`src/rtl/fadd_pkg.sv`:
```
// Shared types and constants for the single-precision adder stream driver.
package fadd_pkg;

  localparam int unsigned FLOAT_W            = 32;
  localparam int unsigned FIFO_DEPTH_DEFAULT = 4;

  typedef enum logic [2:0] {
    RST_HI,
    RST_LO,
    IDLE,
    SEND_A,
    SEND_B,
    WAIT_Z
  } fadd_state_e;

  typedef struct packed {
    logic [FLOAT_W-1:0] a;
    logic [FLOAT_W-1:0] b;
  } operand_pair_t;

endpackage

```
`src/rtl/fadd_operand_fifo.sv`:
```
// Operand-pair FIFO; depth must be a power of two so the pointers wrap naturally.
module fadd_operand_fifo
  import fadd_pkg::*;
#(
  parameter int unsigned FIFO_DEPTH = FIFO_DEPTH_DEFAULT
) (
  input  logic          clk,
  input  logic          rst,
  input  logic          push,
  input  operand_pair_t wr_data,
  input  logic          pop,
  output operand_pair_t rd_data,
  output logic          empty,
  output logic          full
);

  localparam int unsigned PTR_W = $clog2(FIFO_DEPTH);
  localparam int unsigned CNT_W = PTR_W + 1;

  operand_pair_t    mem [FIFO_DEPTH];
  logic [PTR_W-1:0] wr_ptr;
  logic [PTR_W-1:0] rd_ptr;
  logic [CNT_W-1:0] count;
  logic             do_push;
  logic             do_pop;

  // A full FIFO refuses a push even when a pop frees a slot in the same cycle.
  assign full    = (count == CNT_W'(FIFO_DEPTH));
  assign empty   = (count == '0);
  assign do_push = push && !full;
  assign do_pop  = pop && !empty;
  assign rd_data = mem[rd_ptr];

  always_ff @(posedge clk) begin
    if (rst) begin
      wr_ptr <= '0;
      rd_ptr <= '0;
      count  <= '0;
    end else begin
      if (do_push) wr_ptr <= wr_ptr + PTR_W'(1);
      if (do_pop)  rd_ptr <= rd_ptr + PTR_W'(1);
      if (do_push && !do_pop)      count <= count + CNT_W'(1);
      else if (!do_push && do_pop) count <= count - CNT_W'(1);
    end
  end

  always_ff @(posedge clk) begin
    if (do_push) mem[wr_ptr] <= wr_data;
  end

endmodule

```
`src/rtl/fadd_stream_driver.sv`:
```
// Streams queued operand pairs through a strobe/ack float adder core and
// presents results on a valid/ready output with a delivered-result counter.
module fadd_stream_driver
  import fadd_pkg::*;
#(
  parameter int unsigned FIFO_DEPTH = FIFO_DEPTH_DEFAULT
) (
  input  logic               clk,
  input  logic               rst,
  input  logic [FLOAT_W-1:0] in_a,
  input  logic [FLOAT_W-1:0] in_b,
  input  logic               in_valid,
  output logic               in_ready,
  output logic [FLOAT_W-1:0] out_z,
  output logic               out_valid,
  input  logic               out_ready,
  output logic               fadd_rst,
  output logic [FLOAT_W-1:0] fadd_input_a,
  output logic               fadd_input_a_stb,
  input  logic               fadd_input_a_ack,
  output logic [FLOAT_W-1:0] fadd_input_b,
  output logic               fadd_input_b_stb,
  input  logic               fadd_input_b_ack,
  input  logic [FLOAT_W-1:0] fadd_output_z,
  input  logic               fadd_output_z_stb,
  output logic               fadd_output_z_ack,
  output logic               busy,
  output logic [15:0]        done_count
);

  localparam int unsigned DONE_W = 16;

  fadd_state_e        state_q, state_d;
  logic [FLOAT_W-1:0] op_a_q, op_a_d;
  logic [FLOAT_W-1:0] op_b_q, op_b_d;
  logic               fadd_rst_d;
  logic [FLOAT_W-1:0] input_a_d, input_b_d;
  logic               input_a_stb_d, input_b_stb_d;
  logic [FLOAT_W-1:0] out_z_d;
  logic               out_valid_d;
  logic [DONE_W-1:0]  done_count_d;

  operand_pair_t      in_pair;
  operand_pair_t      head;
  logic               fifo_empty;
  logic               fifo_full;
  logic               push;
  logic               pop;
  logic               drain;
  logic               z_take;

  assign in_pair  = '{a: in_a, b: in_b};
  assign in_ready = !fifo_full && (state_q != RST_HI) && (state_q != RST_LO);
  assign push     = in_valid && in_ready;
  assign drain    = out_valid && out_ready;
  // Result is only taken when the output register is free or draining now.
  assign z_take   = !rst && (state_q == WAIT_Z) && fadd_output_z_stb &&
                    (!out_valid || out_ready);
  assign fadd_output_z_ack = z_take;
  assign busy     = (state_q != IDLE) || !fifo_empty;

  fadd_operand_fifo #(
    .FIFO_DEPTH(FIFO_DEPTH)
  ) u_fifo (
    .clk     (clk),
    .rst     (rst),
    .push    (push),
    .wr_data (in_pair),
    .pop     (pop),
    .rd_data (head),
    .empty   (fifo_empty),
    .full    (fifo_full)
  );

  // Next-state and next-output logic; core strobes and data are zero unless sending.
  always_comb begin
    state_d       = state_q;
    op_a_d        = op_a_q;
    op_b_d        = op_b_q;
    fadd_rst_d    = 1'b0;
    input_a_d     = '0;
    input_a_stb_d = 1'b0;
    input_b_d     = '0;
    input_b_stb_d = 1'b0;
    out_z_d       = out_z;
    out_valid_d   = out_valid;
    done_count_d  = done_count;
    pop           = 1'b0;

    case (state_q)
      RST_HI: state_d = RST_LO;
      RST_LO: state_d = IDLE;
      IDLE: begin
        if (!fifo_empty) begin
          pop           = 1'b1;
          op_a_d        = head.a;
          op_b_d        = head.b;
          input_a_d     = head.a;
          input_a_stb_d = 1'b1;
          state_d       = SEND_A;
        end
      end
      SEND_A: begin
        if (fadd_input_a_ack) begin
          input_b_d     = op_b_q;
          input_b_stb_d = 1'b1;
          state_d       = SEND_B;
        end else begin
          input_a_d     = op_a_q;
          input_a_stb_d = 1'b1;
        end
      end
      SEND_B: begin
        if (fadd_input_b_ack) begin
          state_d = WAIT_Z;
        end else begin
          input_b_d     = op_b_q;
          input_b_stb_d = 1'b1;
        end
      end
      WAIT_Z: begin
        if (z_take) state_d = IDLE;
      end
      default: state_d = RST_HI;
    endcase

    if (z_take) begin
      out_z_d     = fadd_output_z;
      out_valid_d = 1'b1;
    end else if (drain) begin
      out_valid_d = 1'b0;
    end

    if (drain) done_count_d = done_count + DONE_W'(1);
  end

  always_ff @(posedge clk) begin
    if (rst) begin
      state_q          <= RST_HI;
      op_a_q           <= '0;
      op_b_q           <= '0;
      fadd_rst         <= 1'b1;
      fadd_input_a     <= '0;
      fadd_input_a_stb <= 1'b0;
      fadd_input_b     <= '0;
      fadd_input_b_stb <= 1'b0;
      out_z            <= '0;
      out_valid        <= 1'b0;
      done_count       <= '0;
    end else begin
      state_q          <= state_d;
      op_a_q           <= op_a_d;
      op_b_q           <= op_b_d;
      fadd_rst         <= fadd_rst_d;
      fadd_input_a     <= input_a_d;
      fadd_input_a_stb <= input_a_stb_d;
      fadd_input_b     <= input_b_d;
      fadd_input_b_stb <= input_b_stb_d;
      out_z            <= out_z_d;
      out_valid        <= out_valid_d;
      done_count       <= done_count_d;
    end
  end

endmodule

```
`config.mk`:
```
export PLATFORM = sky130hd
export DESIGN_NAME = fadd_stream_driver
export DESIGN_NICKNAME = d
export VERILOG_FILES = /design/src/rtl/fadd_pkg.sv /design/src/rtl/fadd_operand_fifo.sv /design/src/rtl/fadd_stream_driver.sv
export SDC_FILE = /design/constraint.sdc
export NUM_CORES = 1
export LEC_CHECK = 0
export ABC_AREA = 1
export BUFFER_PORTS_ARGS = -buffer_cell sky130_fd_sc_hd__buf_2
export CELL_PAD_IN_SITES_DETAIL_PLACEMENT = 1
export CELL_PAD_IN_SITES_GLOBAL_PLACEMENT = 1
export CORE_ASPECT_RATIO = 1.4
export CORE_MARGIN = 5
export CORE_UTILIZATION = 40
export DETAILED_ROUTE_END_ITERATION = 16
export PLACE_DENSITY = 0.83
export SETUP_SLACK_MARGIN = 0.4
export SLEW_MARGIN = 10
export SYNTH_ARGS = -nofsm -noshare
export SYNTH_HDL_FRONTEND = slang
export SYNTH_SLANG_ARGS = --single-unit
```
`constraint.sdc`:
```
create_clock -name clk -period 3.55 [get_ports clk]
set_input_delay 0.1775 -clock clk [delete_from_list [all_inputs] [get_ports clk]]
set_output_delay 0.1775 -clock clk [all_outputs]
set_load 0.1 [all_outputs]
```
**Word level (Yosys, flattened, before mapping)**

Memories as Yosys holds them, arrays and structs flattened. A register that Yosys moved wholly into a read port is not among the register bits.
Cells that the tools add are included.

- Word-level logic and storage cells: 86
- Bits in writable memories: 256
- Output and inout port bits: 119
- Input port bits: 103
- Bits in registers: 190
- Memories: 1

Memory list:

| memory | depth | width | rd ports | clocked after memory_dff | wr ports | RTL line | text |
|---|---|---|---|---|---|---|---|
| u_fifo.mem | 4 | 64 | 1 | 1 | 1 | fadd_operand_fifo.sv:20 | `operand_pair_t mem [FIFO_DEPTH];` |

- Reductions and logical operators: 26
- Eq/ne operators: 12
- Add/sub/neg operators: 5
- Bitwise gates (word level): 1
- Muxes and demuxes: 27

Operator list:

| cell | number |
|---|---|
| two-way mux 32 bit | 4 |
| one-hot mux 32 bit (2 select lines) | 2 |
| two-way mux 3 bit | 6 |
| one-hot mux 3 bit (6 select lines) | 1 |
| adder 16 x 1 -> 16 bit (second input constant) | 1 |
| logical AND 1 bit | 11 |
| two-way mux 1 bit | 10 |
| equality test 3 bit (second input constant) | 3 |
| != test 2 bit (second input constant) | 4 |
| equality test 3 x 2 -> 1 bit (second input constant) | 2 |
| zero test 1 bit | 6 |
| zero test 3 bit | 2 |
| adder 2 x 1 -> 2 bit (second input constant) | 2 |
| two-way mux 2 bit | 2 |
| one-hot mux 1 bit (2 select lines) | 2 |
| AND reduction 4 bit | 1 |
| nonzero test 2 bit | 2 |
| adder 3 x 1 -> 3 bit (second input constant) | 1 |
| equality test 3 x 1 -> 1 bit (second input constant) | 1 |
| != test 3 x 1 -> 1 bit (second input constant) | 1 |
| != test 3 x 2 -> 1 bit (second input constant) | 1 |
| nonzero test 3 bit | 1 |
| subtractor 3 x 1 -> 3 bit (second input constant) | 1 |
| logical OR 1 bit | 2 |
| other kinds (2) | 2 |

**Logic depth before layout (Yosys ltp)**

- Depth in word-level cells: 10
- Mapped depth: 14

**Cells and area by module**

A second synthesis with hierarchy kept.

- Cell total of the unflattened synthesis: 1494
- Area total of the unflattened synthesis: 16348.2 um2

By module, submodules not included:

| module | instances | area each (um2) | seq. area each (um2) | cells each |
|---|---|---|---|---|
| fadd_operand_fifo | 1 | 9989.6 | 7867.5 | 689 |
| fadd_stream_driver | 1 | 6358.6 | 3663.5 | 805 |

**Worst setup path after synthesis**

No wires, ideal clock.

- Path kind: register -> register
- Start: reg u_fifo.count[0]
- End: mem u_fifo.mem[0][0] in the netlist's numbering, enable pin
- Path buffers: 0
- Slack: -1942 ps
- Arrival time: 5006 ps
- Period minus slack after synthesis: 5492 ps
- Cell stages (with the launch flop): 7
- Library setup time: 486 ps
- Path through: dfxtp_1 > nor2_1 > nand2_1 > inv_1 > nor2_1 > nand2_1 > nor2_1

- Cells in the longest elaborated chain, start to end: 8

RTL lines:

| what | RTL line | text |
|---|---|---|
| start: declaration | fadd_operand_fifo.sv:23 | `logic [CNT_W-1:0] count;` |
| start signal: assignment | fadd_operand_fifo.sv:42 | `if (do_push && !do_pop) count <= count + CNT_W'(1);` |
| start signal: assignment | fadd_operand_fifo.sv:43 | `else if (!do_push && do_pop) count <= count - CNT_W'(1);` |
| equality test 3 bit | fadd_operand_fifo.sv:28 | `assign full = (count == CNT_W'(FIFO_DEPTH));` |
| zero test 1 bit | fadd_stream_driver.sv:53 | `assign in_ready = !fifo_full && (state_q != RST_HI) && (state_q != RST_LO);` |
| logical AND 1 bit (2 in a row) | fadd_stream_driver.sv:53 |  |
| net in_ready | fadd_stream_driver.sv:13 | `output logic in_ready,` |
| logical AND 1 bit | fadd_stream_driver.sv:54 | `assign push = in_valid && in_ready;` |
| logical AND 1 bit | fadd_operand_fifo.sv:30 | `assign do_push = push && !full;` |
| two-way mux 1 bit | fadd_operand_fifo.sv:48 | `if (do_push) mem[wr_ptr] <= wr_data;` |
| two-way mux 1 bit (implied by the code) | fadd_operand_fifo.sv:48 |  |
| end: declaration | fadd_operand_fifo.sv:20 |  |

The timed path passes the listed nets, and every way through them passes these cells.

**Worst setup path in the final report**

- Start: reg state_q[1]
- End: out fadd_output_z_ack

- Cells in the longest elaborated chain, start to end: 4

RTL lines:

| what | RTL line | text |
|---|---|---|
| start: declaration | fadd_stream_driver.sv:33 | `fadd_state_e state_q, state_d;` |
| start signal: assignment | fadd_stream_driver.sv:151 | `state_q <= state_d;` |
| equality test 3 bit | fadd_stream_driver.sv:57 | `assign z_take = !rst && (state_q == WAIT_Z) && fadd_output_z_stb &&` |
| logical AND 1 bit (3 in a row) | fadd_stream_driver.sv:57 |  |
| end: declaration | fadd_stream_driver.sv:26 | `output logic fadd_output_z_ack,` |

No other way between the ends.

==> impl_metrics.json <==
{
  "cts_tree": "built",
  "ir_drop_v": 0.0003691,
  "firstDrtPassIters": 7,
  "dieArea_sq_mm": 0.04499,
  "grt_usage_pct": 20.20,
  "fp.dieW_microns": 180.7,
  "num-nets-final": 1946,
  "leakage_uw": 0.007657,
  "worst-slew-pin-transition_ps": 877.1,
  "gr-total-overflow": 0,
  "critPathRequiredTime_ps": 3370,
  "area_delta_synth_final_pct": 24.30,
  "crit_path_start_kind": "flip-flop",
  "worst_setup_path_end_kind": "output port",
  "grt_pass1_wl_microns": 73600,
  "cts_root_buffer": "clkbuf_16",
  "worstSkewPairLatency_ps": 540,
  "relSlewSlack_pct": 41.53,
  "final_max_slew_viol_count": 0,
  "via_per_inst": 5.114,
  "wl_met2_microns": 25070,
  "cap_viol_max_count": 0,
  "dp_hpwl_microns": 26700,
  "fin_skew_ps": 13.80,
  "setup_viol": 0,
  "core_area_sq_mm": 0.04028,
  "crit_arrival_ps": 2700,
  "drtIter0Drc": 686,
  "grt_setup_unrepaired": "no",
  "timing.fmax_ghz": 0.3478,
  "routedWlPerCell_microns": 19.49,
  "hold_path.class": "input port to flip-flop",
  "critPathKind": "flip-flop to output port",
  "route.detailed.drc": 0,
  "core.rowCount": 87,
  "cp_max_fo": 34,
  "grt_max_degree": 85,
  "grt_pass1_vias": 13340,
  "final_antenna_net_count": 0,
  "route.met3.wl_microns": 2015,
  "wl_microns": 46900,
  "synth.ff_latch_count": 448,
  "die-height_microns": 249.0,
  "min_period_ps": 2875,
  "outcome": "complete, no violations",
  "p_per_area_mw_per_mm2": 648.7,
  "post_cts_buffers": 0,
  "path_clk_slew_ps": 60,
  "hold_viol_final": 0,
  "ys.warnings.count": 0,
  "drive_above_1_share_pct": 16.96,
  "grt_antenna_before_repair": 3,
  "hold_slack_ps": 26.16,
  "cts_hold_buf": 97,
  "cts_max_path_buffers": 3,
  "htree_levels": 2,
  "fillers": 4423,
  "pin_count": 222,
  "fin_crit_sh_pct": 80.98,
  "port_buffers": 221,
  "seq_area_frac_synth_pct": 70.66,
  "synthCells": 1542,
  "synthesis.area_sq_mm": 0.01632,
  "highest_layer": "met4",
  "num_vias": 12300,
  "gp_congestion": 0.8438,
  "fin_setup_tns_ps": 0,
  "cts-buffers-inserted": 42,
  "synth_cell_types": 28,
  "cts.repair.resized": 0,
  "syn-num-nets": 1652,
  "met1_length_microns": 18340,
  "syn_area_per_cell_sq_um": 10.58,
  "initial_core_util_pct": 40.52,
  "clkSinkCount": 448
}
## registers in the layout, indices dropped and copies added (netlist names), named ones only
register and flops:
out_z 32, done_count 16, u_fifo.mem 256, fadd_input_a_stb 1
fadd_input_b_stb 1, out_valid 1, fadd_input_b 32, fadd_input_a 32
u_fifo.count 3, u_fifo.rd_ptr 2, fadd_rst 1, state_q 3
op_a_q 32, op_b_q 32, u_fifo.wr_ptr 2
## routing by layer
| layer | vias to the layer above | track usage, % |
|---|---|---|
| li1 | 5751 | - |
| met1 | 6140 | 23.01 |
| met2 | 316 | 38.41 |
| met3 | 97 | 2.863 |
| met4 | 0 | 6.809 |
| met5 | - | 0 |
## critical path, stage by stage (launching register included)
cell and delay, ps:
dfxtp_1 420, inv_1 100, nand3_1 120, nor2_1 70, nand2_2 420, clkinv_2 550
buf_2 460
## final timing paths
| kind | endpoint | cells past startpoint | slack [ps] | from |
|---|---|---|---|---|
| worst min register to register | fadd_input_b[23] | 2 | 420 | op_b_q[23] |
| worst max register to register | u_fifo.count[2] | 12 | 1140 | state_q[2] |
| worst min-delay path | fadd_input_a_stb | 4 | 30 | fadd_input_a_ack |
| worst max-delay path | fadd_output_z_ack | 6 | 680 | state_q[1] |
## layout make-up
class | count | area [sq um] | area share (%)
tap | 534 | 668.1 | 3.294
clock inverter | 15 | 205.2 | 1.012
sequential | 448 | 11540 | 56.89
clock buffer | 62 | 1207 | 5.953
inverter | 76 | 289.0 | 1.425
antenna | 3 | 7.507 | 0.03701
multi-input combinational | 933 | 4100 | 20.21
timing repair buffer | 335 | 2267 | 11.18
## per-stage QoR
step,util [%],setup slack [ps],area (sq um),total power (uW),instances
after floorplan,-,615.4,16360,7857,1542
after global placement,44.42,1302,17890,8334,2229
after detailed placement,44.42,1172,17890,8507,2229
after CTS,50.34,668.8,20280,13240,2403
after global routing,50.36,428.4,20280,13750,2406
final,50.36,675.1,20280,13160,2406
## logic make-up after synthesis
family / Yosys count / share of synthesized area, %
DFF: 448 / 70.66
buffers and inverters: 161 / 4.470
adders and majority gates: 7 / 0.5827
AOI/OAI and AO/OA: 348 / 10.70
xor gates and xnor gates: 2 / 0.1074
and+or+nand+nor: 576 / 13.48
## where the power goes
part           leakage [uW]  internal [uW]  switching, uW
registers           0.00387           5970            238
clock network      0.000701           2730           1910
logic               0.00309            618           1690
total               0.00766           9320           3840
## cells in the final DEF (no fill, tap or decap)
cell           count
inv_4              3
xnor2_1            1
dlygate4sd3_1     97
nor2_4             5
inv_1             71
ha_1               6
diode_2            3
clkbuf_8           6
buf_12             5
o21bai_1           1
bufinv_16          5
nand4_1            2
dfxtp_4            2
nand3b_1           3
buf_4             12
edfxtp_1         256
a31oi_1            1
clkbuf_1          13
o21ai_1           38
xor2_1             1
dfxtp_1          190
clkbuf_16         43
o21ai_0          229
nand3_1            9
buf_2            221
nand2_1          155
nor2_2             1
inv_2              4
nand2_2            1
inv_6              1
a21oi_1           79
nand2_4            1
fa_1               1
nor3_1             2
nor2_1           397
clkinv_2           7
## cells in the mapped netlist
library cell	count	area (sq um)
buf_1	2	7.510
ha_1	6	75.07
a31oi_1	1	6.260
edfxtp_1	256	7687
nor2_1	402	1509
clkbuf_2	1	5.000
xor2_1	1	8.760
nor2_2	1	6.260
buf_6	10	112.6
o21bai_1	1	7.510
nand2_1	155	581.8
clkbuf_1	44	165.2
o21ai_1	38	190.2
a21oi_1	79	395.4
fa_1	1	20.02
nand4_1	2	12.51
dfxtp_1	192	3844
nand3b_1	3	22.52
nand2_2	2	12.51
xnor2_1	1	8.760
clkinv_2	1	5.000
buf_2	23	115.1
o21ai_0	229	1146
buf_4	5	37.54
nand3_1	9	45.04
inv_1	71	266.5
inv_2	4	15.01
nor3_1	2	10.01
(Power assumes the default switching activity.)
